===== src/rtl/jtopl_slot_regs.sv =====
// OPL2-style operator and channel register file.
// The CPU writes an address and then data. The data is held in a one-entry pending buffer and is
// committed on the next slot-rate enable. Per-slot parameters are read out through registered
// outputs, indexed by the current {group, subslot} from the slot counter.
// Ports:
//   rst, clk, cen          - async active-high reset, clock, slot-rate enable
//   din, wr_addr, wr_data  - CPU bus: address-latch strobe and data strobe
//   group, subslot         - slot currently being processed
//   busy                   - a write is pending commit
//   am..wave               - operator parameters for the current slot
//   fnum..con              - channel parameters for the channel owning the current slot
module jtopl_slot_regs #(
  parameter int unsigned WAVE_EN = 0
) (
  input  logic       rst,
  input  logic       clk,
  input  logic       cen,
  input  logic [7:0] din,
  input  logic       wr_addr,
  input  logic       wr_data,
  input  logic [1:0] group,
  input  logic [2:0] subslot,
  output logic       busy,
  output logic       am,
  output logic       vib,
  output logic       egt,
  output logic       ksr,
  output logic [3:0] mult,
  output logic [1:0] ksl,
  output logic [5:0] tl,
  output logic [3:0] ar,
  output logic [3:0] dr,
  output logic [3:0] sl,
  output logic [3:0] rr,
  output logic [1:0] wave,
  output logic [9:0] fnum,
  output logic [2:0] block,
  output logic       keyon,
  output logic [2:0] fb,
  output logic       con
);

  logic [7:0]  addr_q, addr_d;
  logic [15:0] pend_q, pend_d;  // {address, data}
  logic        busy_q, busy_d;

  // Operator storage, 18 entries, raw register images
  logic [17:0][7:0] r20_q, r20_d, r40_q, r40_d, r60_q, r60_d, r80_q, r80_d;
  logic [17:0][1:0] rwave_q, rwave_d;
  // Channel storage, 9 entries
  logic [8:0][7:0]  ra0_q, ra0_d;  // fnum[7:0]
  logic [8:0][5:0]  rb0_q, rb0_d;  // {keyon, block, fnum[9:8]}
  logic [8:0][3:0]  rc0_q, rc0_d;  // {fb, con}

  // Output registers
  logic [7:0] o20_q, o20_d, o40_q, o40_d, o60_q, o60_d, o80_q, o80_d;
  logic [1:0] owave_q, owave_d;
  logic [7:0] oa0_q, oa0_d;
  logic [5:0] ob0_q, ob0_d;
  logic [3:0] oc0_q, oc0_d;

  logic [7:0] wa, wd;
  logic       commit, wop_ok, wch_ok, rd_ok;
  logic [4:0] wop, rop;
  logic [3:0] wch, rch;
  logic [2:0] smod;

  always_comb begin
    wa     = pend_q[15:8];
    wd     = pend_q[7:0];
    commit = cen & busy_q;
    wop_ok = (wa[4:3] != 2'd3) && (wa[2:0] < 3'd6);
    wop    = {3'b0, wa[4:3]} * 5'd6 + {2'b0, wa[2:0]};
    wch_ok = wa[3:0] < 4'd9;
    wch    = wa[3:0];

    rd_ok  = (group != 2'd3) && (subslot < 3'd6);
    rop    = {3'b0, group} * 5'd6 + {2'b0, subslot};
    // Modulator and carrier of one channel share the channel entry
    smod   = (subslot >= 3'd3) ? subslot - 3'd3 : subslot;
    rch    = {2'b0, group} * 4'd3 + {1'b0, smod};
  end

  always_comb begin
    addr_d  = wr_addr ? din : addr_q;
    // A coincident wr_addr only affects later writes; capture uses the old latch
    pend_d  = wr_data ? {addr_q, din} : pend_q;
    busy_d  = wr_data | (busy_q & ~cen);

    r20_d   = r20_q;
    r40_d   = r40_q;
    r60_d   = r60_q;
    r80_d   = r80_q;
    rwave_d = rwave_q;
    ra0_d   = ra0_q;
    rb0_d   = rb0_q;
    rc0_d   = rc0_q;

    if (commit) begin
      case (wa[7:5])
        3'h1: if (wop_ok) r20_d[wop] = wd;
        3'h2: if (wop_ok) r40_d[wop] = wd;
        3'h3: if (wop_ok) r60_d[wop] = wd;
        3'h4: if (wop_ok) r80_d[wop] = wd;
        3'h7: if (wop_ok && WAVE_EN != 0) rwave_d[wop] = wd[1:0];
        default: ;
      endcase
      case (wa[7:4])
        4'hA: if (wch_ok) ra0_d[wch] = wd;
        4'hB: if (wch_ok) rb0_d[wch] = wd[5:0];
        4'hC: if (wch_ok) rc0_d[wch] = wd[3:0];
        default: ;
      endcase
    end

    o20_d   = o20_q;
    o40_d   = o40_q;
    o60_d   = o60_q;
    o80_d   = o80_q;
    owave_d = owave_q;
    oa0_d   = oa0_q;
    ob0_d   = ob0_q;
    oc0_d   = oc0_q;
    if (cen) begin
      // Reads use pre-commit state, so a same-edge write shows on the next visit
      if (rd_ok) begin
        o20_d   = r20_q[rop];
        o40_d   = r40_q[rop];
        o60_d   = r60_q[rop];
        o80_d   = r80_q[rop];
        owave_d = (WAVE_EN != 0) ? rwave_q[rop] : 2'd0;
        oa0_d   = ra0_q[rch];
        ob0_d   = rb0_q[rch];
        oc0_d   = rc0_q[rch];
      end else begin
        o20_d   = '0;
        o40_d   = '0;
        o60_d   = '0;
        o80_d   = '0;
        owave_d = '0;
        oa0_d   = '0;
        ob0_d   = '0;
        oc0_d   = '0;
      end
    end
  end

  always_ff @(posedge clk or posedge rst) begin
    if (rst) begin
      addr_q  <= '0;
      pend_q  <= '0;
      busy_q  <= 1'b0;
      r20_q   <= '0;
      r40_q   <= '0;
      r60_q   <= '0;
      r80_q   <= '0;
      rwave_q <= '0;
      ra0_q   <= '0;
      rb0_q   <= '0;
      rc0_q   <= '0;
      o20_q   <= '0;
      o40_q   <= '0;
      o60_q   <= '0;
      o80_q   <= '0;
      owave_q <= '0;
      oa0_q   <= '0;
      ob0_q   <= '0;
      oc0_q   <= '0;
    end else begin
      addr_q  <= addr_d;
      pend_q  <= pend_d;
      busy_q  <= busy_d;
      r20_q   <= r20_d;
      r40_q   <= r40_d;
      r60_q   <= r60_d;
      r80_q   <= r80_d;
      rwave_q <= rwave_d;
      ra0_q   <= ra0_d;
      rb0_q   <= rb0_d;
      rc0_q   <= rc0_d;
      o20_q   <= o20_d;
      o40_q   <= o40_d;
      o60_q   <= o60_d;
      o80_q   <= o80_d;
      owave_q <= owave_d;
      oa0_q   <= oa0_d;
      ob0_q   <= ob0_d;
      oc0_q   <= oc0_d;
    end
  end

  assign busy  = busy_q;
  assign am    = o20_q[7];
  assign vib   = o20_q[6];
  assign egt   = o20_q[5];
  assign ksr   = o20_q[4];
  assign mult  = o20_q[3:0];
  assign ksl   = o40_q[7:6];
  assign tl    = o40_q[5:0];
  assign ar    = o60_q[7:4];
  assign dr    = o60_q[3:0];
  assign sl    = o80_q[7:4];
  assign rr    = o80_q[3:0];
  assign wave  = owave_q;
  assign fnum  = {ob0_q[1:0], oa0_q};
  assign block = ob0_q[4:2];
  assign keyon = ob0_q[5];
  assign fb    = oc0_q[3:1];
  assign con   = oc0_q[0];

endmodule


===== config.mk =====
export PLATFORM = sky130hd
export DESIGN_NAME = jtopl_slot_regs
export DESIGN_NICKNAME = d
export VERILOG_FILES = /design/src/rtl/jtopl_slot_regs.sv
export SDC_FILE = /design/constraint.sdc
export NUM_CORES = 2
export LEC_CHECK = 0
export ABC_AREA = 1
export BUFFER_PORTS_ARGS = -buffer_cell sky130_fd_sc_hd__buf_2
export CORE_MARGIN = 1.5
export CORE_UTILIZATION = 45
export CTS_BUF_LIST = sky130_fd_sc_hd__clkbuf_2
export DETAILED_ROUTE_END_ITERATION = 6
export PLACE_DENSITY_LB_ADDON = 0.12
export SLEW_MARGIN = 20
export SYNTH_ARGS = -nofsm -noshare
export SYNTH_HDL_FRONTEND = slang
export SYNTH_SLANG_ARGS = --single-unit
export TNS_END_PERCENT = 5

===== constraint.sdc =====
create_clock -name clk -period 89.9 [get_ports clk]
set_input_delay 17.98 -clock clk [delete_from_list [all_inputs] [get_ports clk]]
set_output_delay 17.98 -clock clk [all_outputs]
set_load 0.05 [all_outputs]

* After elaboration in Yosys (flattened, before gate mapping)
Index checks and enable logic that the tools add are counted.
Storage, ports and cells: flip-flop bits (word level) 813, output and inout port bits 53
Cells by class: add/sub/neg operators 4, $mul 3, $lt $le $gt $ge 10, equal/unequal tests 9, multiplexer cells 37, bitwise logic cells 4, reduce and logical (&&, ||, !) cells 11
Operator list (number):
- $bwmux 144 | 4
- $bmux 8 s5 | 4
- $mux 8 | 12
- $bwmux 72 | 1
- $bwmux 54 | 1
- $demux 8 s5 | 1
- $bwmux 36 | 1
- $bmux 8 s4 | 1
- $demux 8 s4 | 1
- $bmux 6 s4 | 1
- $demux 6 s4 | 1
- $reduce_and 3->1 | 7
- $mux 6 | 3
- $bmux 4 s4 | 1
- $demux 4 s4 | 1
- $eq 4x4->1 const B | 3
- $lt 5x6->1 const B | 2
- $mul 2x2->4 const B | 3
- $mux 4 | 3
- $add 5x3->5 | 2
- $lt 4x5->1 const B | 2
- $eq 3x2->1 const B | 2
- $lt 3x3->1 const B | 2
- $ge 5x1->1 const B | 1
- other kinds (13) | 18

* Logic depth before layout (Yosys ltp)
depth after elaboration 7, mapped depth 21, mapped depth without buffers 17

* Least setup slack after synthesis
No wires, ideal clock.
kind input to register, start in subslot[0], end reg oa0_q[0], library setup time 0.119 ns, arrival 21.476 ns, slack 68.305 ns, stages 21, cell sequence buf_2 inv_1 clkbuf_1 clkbuf_1 buf_2 o21ai_0 inv_1 nand2_1 o21ai_0 fa_1 inv_1 ha_1 inv_1 fa_1 clkbuf_1 clkinv_1 clkbuf_1 nand3_1 nand3_1 nand3_1 nand2_1
On the way: word-level cells in the longest chain between the ends 6, elaborated cells between the ends (all ways) 9, classes of those cells add/sub: 2; order compare: 2; mux: 4; reduce/logical: 1
Ends and longest elaborated chain:
- start: declaration | RTL line 22 | input logic [2:0] subslot,
- $sub 3x2->3 / $ge 3x2->1 (equally long branches) | RTL line 80 | smod = (subslot >= 3'd3) ? subslot - 3'd3 : subslot;
- $mux 3 | RTL line 80
- $add 4x3->4 | RTL line 81 | rch = {2'b0, group} * 4'd3 + {1'b0, smod};
- $bmux 8 s4 | RTL line 132 | oa0_d = ra0_q[rch];
- $mux 8 (implied by the code) | RTL line 132
- $mux 8 (*) | RTL line 126 | if (rd_ok) begin
- end signal: assignment | RTL line 166 | oa0_q <= '0;
- end signal: assignment | RTL line 186 | oa0_q <= oa0_d;
- end: declaration | RTL line 58 | logic [7:0] oa0_q, oa0_d;
Every way passes the cells marked *; elsewhere a longest branch is shown, timed or not. The select of a mux whose other input is x is not followed. A chain may end at the register's enable or synchronous reset.

* Final worst setup path
start in subslot[0], end reg ob0_q[0]
On the way: word-level cells in the longest chain between the ends 6, elaborated cells between the ends (all ways) 9, classes of those cells add/sub: 2; order compare: 2; mux: 4; reduce/logical: 1
Ends and longest elaborated chain:
- $sub 3x2->3 / $ge 3x2->1 (equally long branches) | RTL line 80
- $mux 3 | RTL line 80
- $add 4x3->4 | RTL line 81
- $bmux 6 s4 | RTL line 133 | ob0_d = rb0_q[rch];
- $mux 6 (implied by the code) | RTL line 133
- $mux 6 (*) | RTL line 126
- end signal: assignment | RTL line 167 | ob0_q <= '0;
- end signal: assignment | RTL line 187 | ob0_q <= ob0_d;
- end: declaration | RTL line 59 | logic [5:0] ob0_q, ob0_d;
Marked as above.

==> qor.yml <==
p_clk_share_pct: 29.2
p_sw_uw: 345
ys_types: 31
netlist_area_sq_um: 39000
cpLargestDelayFamily: "buffers and inverters"
ios: 71
grtUsageTotal_pct: 28.6
clock-sinks: 813
netlist.top_cell.by_area: "dfrtp_1"
root_buffer: "clkbuf_2"
routed.top_layer: "met4"
cts_made_buffers: 214
htree_levels: 4
ctsHoldBuffers: 0
route.met3.wl_mm: 7.94
final-instance-count-excl-fill: 6269
firstDrtPassIters: 6
synth_top_area_share_pct: 52.2
yosysWarnings: 0
intPower_uw: 552
cp_num_buf_inv: 6
powerDensity_nw_per_um2: 21.6
syn-instance-count: 5033
maxCapViolCount: 0
cp.arrival_ns: 22.70
start_util_pct: 45.6
ir_drop_uv: 14.7
rows: 107
max_slew_margin_pct: 33.6
rsz0062_at_grt: "false"
nNetsFinal: 5002
synth_flop_cell: "dfrtp_1"
dr_wl_met2_mm: 57.3
setup_viol: 0
wl_per_cell_microns: 20.1
ant_nets: 0
power_frac_comb_pct: 23.6
hpwlAfterDp_mm: 69.7
drc: 0
routed_wl_mm: 126
finalMaxSlewViolations: 0
seq_power_share_pct: 47.2
path_common_cell: "o21ai_0"
synth_edf_count: 0
placedCellCount: 5894
outcome: "complete, no violations"
viasPerCell: 5.56
drive_gt1_share_pct: 10.5
crit_slowest_cell: "nand3_1"
cp-end-kind: "register"
filler_cell_count: 8672
num_vias: 34838
antenna_found_initial: 2
dieHeight_microns: 297
grt_max_degree: 186
hold_viol_final: 0
p_leak_uw: 0.0206
fin_setup_tns_ns: 0
switching_share_pct: 38.5
clk_latency_ns: 1.60
clockBufferDepth: 3
grt_pass1_vias: 33567
post_cts_buffers: 0
path_class: "primary input to register"
worst-slew-pin-transition_ns: 0.996
grt_pass1_wl_mm: 200
async_flop_share_pct: 100
area_delta_synth_final_pct: 6.69
max_stage_delay_ns: 0.74
io_buffer_count: 68
ys_ff_latch: 813
hold_path_class: "register to register"
die-area_sq_um: 88400
path_clk_slew_ns: 0.10
routabilityCongestion: 0.853
grt_remaining_overflow: 0
ys_seq_area_share_pct: 52.2
drt_iter0_markers: 3564
cts_resized: 0
post-route-period-util_pct: 23.6
period_needed_ns: 21.25
cp_max_fo: 106
fmax_ghz: 0.0471
cp-start-kind: "primary input"
path_cells: "buf_8, inv_8, o21ai_0, inv_1, nand2_1, o21ai_0, fa_1, inv_1, ha_1, buf_4, inv_2, nand3_1, o21ai_0, nand3_1, nand2_1"
core-area_sq_um: 85500
skew_ns: 0.141
worstPathRequired_ns: 91.35
wl_met1_mm: 57.9
cts_tree: "built"
avgSynthCellArea_sq_um: 7.74
dieWidth_microns: 297
yosys-top-cells-area: "dfrtp_1, nand2_1, nand3_1"
-- state kept, by name (all words and copies together), names as in the netlist --
register,cells
rc0_q,36
ob0_q,6
r40_q,144
r60_q,144
pend_q,16
addr_q,8
ra0_q,72
o60_q,8
oc0_q,4
r80_q,144
r20_q,144
oa0_q,8
o80_q,8
busy,1
o20_q,8
o40_q,8
rb0_q,54
-- kinds of logic after synthesis --
family          Yosys count  synth area share, %
simple gates           3186                 35.1
buf+inv                 510                 5.29
flops                   813                 52.2
mux                       8                0.231
other cells               1              0.00962
xor+xnor                  3                0.116
compound gates          494                 6.38
fa+ha+maj                18                0.655
-- power groups by stage --
stage / Combinational (uW) / Clock, uW / Sequential, uW
finish: 211 / 262 / 423
global route: 232 / 289 / 428
CTS: 211 / 270 / 423
detailed placement: 211 / 0 / 430
global placement: 209 / 0 / 430
floorplan: 131 / 0 / 440
-- layout by cell type (no fill, tap or decap), drive strengths merged, types with 2 or more instances in the layout --
| master | instances |
|---|---|
| xor2 | 2 |
| diode | 5 |
| mux2 | 8 |
| nor3 | 15 |
| nand2 | 2249 |
| fa | 4 |
| nand4 | 320 |
| nand3 | 576 |
| a21oi | 35 |
| clkbuf | 326 |
| buf | 128 |
| dfrtp | 813 |
| nor2 | 25 |
| clkinv | 40 |
| inv | 100 |
| o21ai | 458 |
| conb | 2 |
| ha | 14 |
-- per-stage QoR --
stage	worst slack, ns	util (%)	hold WS, ns	power (uW)	cell area, sq um
6_report	68.65	48.6	0.473	897	41600
2_1_floorplan	49.09	-	0.437	571	39000
3_3_place_gp	67.31	46.4	0.449	638	39700
3_5_place_dp	67.29	46.4	0.453	640	39700
5_1_grt	68.62	48.6	0.490	948	41600
4_1_cts	69.00	48.6	0.478	904	41600
-- worst reg2reg max path, cell delays in order, from the launching register on --
cell	delay, ns
dfrtp_1	0.44
inv_1	0.14
ha_1	0.30
inv_1	0.06
fa_1	0.45
xnor2_4	0.27
nand3_1	0.16
nor2_4	0.30
buf_4	0.69
nand3_1	0.67
o21ai_0	0.36
-- metal layers --
metal  vias up  GRT usage (%)
li1      16506              -
met1     16899           41.0
met2      1207           44.2
met3       226           4.62
met4         0           9.67
met5         -              0
-- synthesized netlist by cell type, types with 2 or more instances --
cell type and number:
clkinv_1 4, fa_1 4, clkbuf_1 276, nand2_1 2248, nor2_4 5, ha_1 14
nand4_1 320, dfrtp_1 813, nor3_4 4, nor3_1 8, o21ai_0 441, o21ai_1 17
nor3_2 3, buf_1 31, xor2_1 2, nand3_2 16, buf_2 99, inv_1 92
a21oi_1 34, buf_4 6, mux2_2 8, nor2_1 19, inv_2 2, nand3_1 560
-- worst paths after layout --
kind                       startpoint        end  slack (ns)  depth (start not counted)
hold / removal              r40_q[94]  r40_q[94]        0.47                          2
setup / recovery           subslot[0]   ob0_q[0]       68.65                         15
hold reg to reg             r40_q[94]  r40_q[94]        0.47                          2
setup reg to reg           pend_q[11]  r60_q[39]       85.96                         10
max in group asynchronous         rst   oa0_q[0]       70.83                          4
min in group asynchronous         rst  r60_q[96]       16.62                          2
-- area by class of cell --
| cell class | instances | area [sq um] | share of cell area (%) |
|---|---|---|---|
| Multi-Input combinational cell | 3711 | 16600 | 39.9 |
| Clock inverter | 44 | 259 | 0.623 |
| Tap cell | 1144 | 1430 | 3.44 |
| Sequential cell | 813 | 20400 | 49.0 |
| Timing Repair Buffer | 128 | 892 | 2.15 |
| Clock buffer | 326 | 1630 | 3.92 |
| Inverter | 98 | 387 | 0.930 |
| Antenna cell | 5 | 12.5 | 0.0301 |
No activity file was read; power rests on OpenSTA's default activity.
